File: src/rtl/pwm_ramp_ctrl_pkg.sv
// Shared types for the PWM ramp controller and related fade blocks.
package pwm_pkg;

    localparam int unsigned PWM_W = 16;

    typedef enum logic [1:0] {
        SEL_IDLE = 2'd0,
        SEL_CMP  = 2'd1,
        SEL_TOP  = 2'd2,
        SEL_CNT  = 2'd3
    } pwm_sel_e;

    typedef enum logic [2:0] {
        IDLE,
        WR_TOP,
        WR_CNT,
        RAMP,
        DONE
    } ramp_state_e;

endpackage

File: src/rtl/pwm_ramp_ctrl_step.sv
// One ramp step toward a target: nxt = cur moved by step, clamped at tgt.
module pwm_ramp_step
    import pwm_pkg::*;
(
    input  logic [PWM_W-1:0] i_cur,
    input  logic [PWM_W-1:0] i_tgt,
    input  logic [PWM_W-1:0] i_step,
    output logic [PWM_W-1:0] o_nxt,
    output logic             o_at_tgt
);

    logic [PWM_W:0] w_sum;
    logic [PWM_W:0] w_diff;

    // 17-bit arithmetic so overflow/borrow shows up in the top bit instead of wrapping
    assign w_sum  = {1'b0, i_cur} + {1'b0, i_step};
    assign w_diff = {1'b0, i_cur} - {1'b0, i_step};

    always_comb begin
        o_at_tgt = (i_cur == i_tgt);
        if (i_step == '0 || o_at_tgt) begin
            o_nxt = i_tgt;
        end else if (i_cur < i_tgt) begin
            o_nxt = (w_sum >= {1'b0, i_tgt}) ? i_tgt : w_sum[PWM_W-1:0];
        end else begin
            o_nxt = (w_diff[PWM_W] || w_diff[PWM_W-1:0] <= i_tgt) ? i_tgt : w_diff[PWM_W-1:0];
        end
    end

endmodule

File: src/rtl/pwm_ramp_ctrl.sv
// PWM reconfiguration sequencer: writes top, then ramps compare at period wraps.
// Optional counter restart after the top write: PWM_RAMP_CTRL_RESTART_EN.
module pwm_ramp_ctrl
    import pwm_pkg::*;
#(
    parameter int unsigned PERIODS_PER_STEP = 1
) (
    input  logic             clk,
    input  logic             nrst,
    input  logic             req_valid,
    output logic             req_ready,
    input  logic [PWM_W-1:0] req_top,
    input  logic [PWM_W-1:0] req_cmp,
    input  logic [PWM_W-1:0] req_step,
    input  logic [PWM_W-1:0] pwm_cnt,
    input  logic [PWM_W-1:0] pwm_top,
    input  logic [PWM_W-1:0] pwm_cmp,
    output logic [PWM_W-1:0] pwm_d,
    output logic [1:0]       pwm_sel,
    output logic             busy,
    output logic             done
);

    localparam logic [7:0] DIV_LAST = 8'(PERIODS_PER_STEP - 1);

    ramp_state_e      r_state;
    logic [PWM_W-1:0] r_top;
    logic [PWM_W-1:0] r_tgt;
    logic [PWM_W-1:0] r_step;
    logic [PWM_W-1:0] r_cur;
    logic [7:0]       r_div;
    logic             r_done;

    logic [PWM_W-1:0] w_nxt;
    logic             w_at_tgt;
    logic             w_wrap;
    logic             w_upd;

    pwm_ramp_step u_step (
        .i_cur    (r_cur),
        .i_tgt    (r_tgt),
        .i_step   (r_step),
        .o_nxt    (w_nxt),
        .o_at_tgt (w_at_tgt)
    );

    assign w_wrap    = (pwm_cnt >= pwm_top);
    assign w_upd     = (r_state == RAMP) && w_wrap && (r_div == DIV_LAST);
    assign req_ready = (r_state == IDLE);
    assign busy      = (r_state != IDLE);
    assign done      = r_done;

    // Writes are decided and issued in the same cycle so they land on that edge
    always_comb begin
        pwm_sel = SEL_IDLE;
        pwm_d   = '0;
        case (r_state)
            WR_TOP: begin
                pwm_sel = SEL_TOP;
                pwm_d   = r_top;
            end
            WR_CNT: begin
                pwm_sel = SEL_CNT;
                pwm_d   = '0;
            end
            RAMP: begin
                if (w_upd) begin
                    pwm_sel = SEL_CMP;
                    pwm_d   = w_nxt;
                end
            end
            default: ;
        endcase
    end

    always_ff @(posedge clk) begin
        if (!nrst) begin
            r_state <= IDLE;
            r_top   <= '0;
            r_tgt   <= '0;
            r_step  <= '0;
            r_cur   <= '0;
            r_div   <= '0;
            r_done  <= 1'b0;
        end else begin
            r_done <= 1'b0;
            case (r_state)
                IDLE: begin
                    if (req_valid) begin
                        r_tgt   <= req_cmp;
                        r_top   <= req_top;
                        r_step  <= req_step;
                        r_cur   <= pwm_cmp;
                        r_div   <= '0;
                        r_state <= WR_TOP;
                    end
                end
`ifdef PWM_RAMP_CTRL_RESTART_EN
                WR_TOP: r_state <= WR_CNT;
                WR_CNT: begin
`else
                WR_TOP: begin
`endif
                    if (w_at_tgt) begin
                        r_state <= DONE;
                        r_done  <= 1'b1;
                    end else begin
                        r_state <= RAMP;
                    end
                end
                RAMP: begin
                    if (w_wrap) begin
                        if (r_div == DIV_LAST) begin
                            r_cur <= w_nxt;
                            r_div <= '0;
                            if (w_nxt == r_tgt) begin
                                r_state <= DONE;
                                r_done  <= 1'b1;
                            end
                        end else begin
                            r_div <= r_div + 8'd1;
                        end
                    end
                end
                DONE:    r_state <= IDLE;
                default: r_state <= IDLE;
            endcase
        end
    end

endmodule

File: config.mk
export PLATFORM = sky130hd
export DESIGN_NAME = pwm_ramp_ctrl
export DESIGN_NICKNAME = d
export VERILOG_FILES = /design/src/rtl/pwm_ramp_ctrl_pkg.sv /design/src/rtl/pwm_ramp_ctrl_step.sv /design/src/rtl/pwm_ramp_ctrl.sv
export SDC_FILE = /design/constraint.sdc
export NUM_CORES = 1
export LEC_CHECK = 0
export ABC_CLOCK_PERIOD_IN_PS = 4800
export BUFFER_PORTS_ARGS = -buffer_cell sky130_fd_sc_hd__buf_2
export CORE_MARGIN = 5
export CORE_UTILIZATION = 35
export CTS_BUF_LIST = sky130_fd_sc_hd__clkbuf_4
export CTS_CLUSTER_DIAMETER = 50
export DETAILED_ROUTE_END_ITERATION = 16
export REMOVE_ABC_BUFFERS = 1
export SYNTH_ARGS = -nofsm -noshare
export SYNTH_HDL_FRONTEND = slang
export SYNTH_HIERARCHICAL = 1
export SYNTH_SLANG_ARGS = --single-unit
File: constraint.sdc
create_clock -name clk -period 4.8 [get_ports clk]
set_clock_uncertainty 0.2 [all_clocks]
set_input_delay 0.96 -clock clk [delete_from_list [all_inputs] [get_ports clk]]
set_output_delay 0.96 -clock clk [all_outputs]
set_load 0.01 [all_outputs]
==> metrics.cfg <==
[routing]
drc_errors = 0
drt_iter0_drc = 781
detail_route.vias_per_cell = 5.36
drt_wl_total_um = 25400
wl_per_cell_um = 17.6
vias = 7733
first_pass_iters = 6
postRouteAntennaNets = 0

[placement]
dp.final_hpwl_um = 18600
dp_cells = 1380
io_buffer_count = 119
place_congestion = 0.966
pre_cts_ws_ns = -0.933

[yosys]
synth_top_area_frac = 0.217
netlist_area_mm2 = 0.00703
ys_seq_area_frac = 0.217
synthDistinctLibCells = 62
ys_ff_latch = 76
synthArstFlopShare = 0
synth-edff-count = 0
yosysMostFrequentCell = nand2_1
avgSynthCellArea_um2 = 7.88
ys_warn_count = 6
ys_top_cells_by_count = nand2_1, ha_1, dfxtp_1
synth_top_area_cell = dfxtp_1
synth_flop_cell = dfxtp_1
synth_area_leaders = dfxtp_1, ha_1, nand2_1
synth_cells = 891

[power_and_ir_drop]
power.leakage_nw = 4.57
vdd_drop_max_v = 0.000181
powerDensity_mw_per_mm2 = 421

[layout]
nets = 1371
utilization = 0.507
area_growth_pct = 41.4
stdcell_count = 1444
drive_above_1_share = 0.344

[clock_tree]
cts_tree = yes
cts_max_level = 3
cts_hold_buf = 0
clockBufferDepth = 2
clock_sinks = 76
cts_root_buf = clkbuf_4
path_clk_slew_ns = 0.14
insertion_delay_ns = 0.48
cts_buffers = 9

[min_path]
min_to = r_top[7]
hp-class = register to register
min-delay-start = r_top[7]
hold_depth = 2

[grt]
grt_max_degree = 66
grt_pass1_vias = 7413
antenna_found_initial = 2
grt_usage = 0.216
grt_overflow = 0
grt_first_pass_wirelength_um = 38900

[job]
max_cap_violations = 0

[worst_setup_path]
reg2reg_from = r_step[0]
cp_data_arrival_time_ns = 4.84
cp_max_fo = 5
r2r_end = r_state[0]
path_class = register to primary output
reg2regPathDepth = 26
reg2reg_slack_ns = -0.85
cp-end-kind = primary output
start_kind = register
required_ns = 3.64

[die]
dieArea_mm2 = 0.0230
core_mm2 = 0.0196
ioPinCount = 120
num_rows = 51
die_w_um = 152
die_h_um = 152
initial_core_util = 0.359

[run_status]
violations = setup timing
status = complete, but fails checks

[timing]
slew_headroom = 0.533
slew_violations = 0
fin_ws_ns = -1.20
setup_viol = 27
worst_pin_slew_ns = 0.701
hold_viol_final = 0
fin_crit_ns = 6.00
holdWs_ns = 0.269
finalCritPeriodShare = 1.25
grt_setup_unrepaired = true
fin_tns_setup_ns = -21.81
max_freq_ghz = 0.167

## critical path: stages (launching register included)
cell and delay [ns]:
dfxtp_4 0.39, ha_4 0.16, fa_2 0.36, nand2b_1 0.10, a21oi_2 0.07, buf_4 0.14
a32o_2 0.26, o41ai_4 0.35, xnor2_2 0.13, ha_1 0.35, nand2_2 0.14, nor2_2 0.05
a22o_1 0.21, o311ai_2 0.28, o2111a_2 0.37, buf_6 0.17, buf_12 0.12, nor3_2 0.03
a221o_1 0.32, a22o_1 0.21, buf_2 0.14
## sequential cells by signal (all words and copies together) (netlist names)
name	count
r_step	16
r_tgt	16
done	1
r_div	8
r_top	16
r_state	3
r_cur	16
## worst max-delay path by stage
stage	from	depth (start not counted)	to	slack (ns)
finish	r_step[0]	20	pwm_d[9]	-1.20
global route	r_step[9]	22	pwm_d[8]	-1.38
CTS	r_cur[0]	22	pwm_d[5]	-1.11
detailed placement	r_step[0]	24	r_state[0]	-0.93
global placement	r_step[0]	23	r_state[0]	-0.93
floorplan	r_cur[0]	17	pwm_d[13]	-1.28
## kinds of logic after synthesis
family                   Yosys count  share of synthesized area
flip-flops                        76                      0.217
AO/OA/AOI/OAI                    238                      0.250
multiplexers                      18                     0.0256
buffers and inverters            109                     0.0657
AND/OR/NAND/NOR                  316                      0.219
XOR/XNOR                          34                     0.0424
adder cells (fa/ha/maj)          100                      0.180
## placed cells by master, fill, tap and decap left out, drive strengths merged, types with 8 or more instances in the layout
cell	n
nand2b	23
xnor2	31
inv	68
and3	12
nand2	141
a21o	13
o21ai	20
a21oi	44
mux2i	18
nor2b	12
nor2	37
nor3	29
o21a	8
nor4	12
clkbuf	11
ha	98
a22o	17
o211ai	21
nand3	12
a31oi	14
dfxtp	76
buf	312
a21boi	48
nand4	17
a221o	16
## where the power goes
part	internal, W	total [W]	switching [W]
logic	0.00156	0.00305	0.00149
registers	0.000689	0.000740	0.0000507
clock network	0.000113	0.000394	0.000281
## stage by stage
step,cell area (µm²),power (W)
after global placement,8910,0.00299
after floorplan,6810,0.00197
after global routing,9930,0.00442
after detailed placement,8910,0.00300
after CTS,9580,0.00390
final,9930,0.00418
## routing by layer
| metal | part of all wire | vias to the layer above | GRT usage |
|---|---|---|---|
| met5 | 0 | - | 0 |
| met4 | 0.023 | 0 | 0.0611 |
| met3 | 0.067 | 51 | 0.0363 |
| met2 | 0.45 | 318 | 0.340 |
| met1 | 0.46 | 3586 | 0.304 |
| li1 | - | 3778 | - |
## what timing repair did
item                       CTS  global route
cloned                       3             2
setup buffers               36            12
setup endpoints to repair   34            36
pin swaps                   49            30
resized for setup           50            53
## final cells by class
class	instances	area, µm²
fillers	1910	9660
multi-input cells	706	5410
flip-flops and latches	76	1530
clock buffers	9	67.6
repair buffers	314	2290
clock inverters	7	58.8
inverters	65	244
diodes	2	5.00
well taps	265	332
Note: power is estimated with default switching activity, not from simulation.
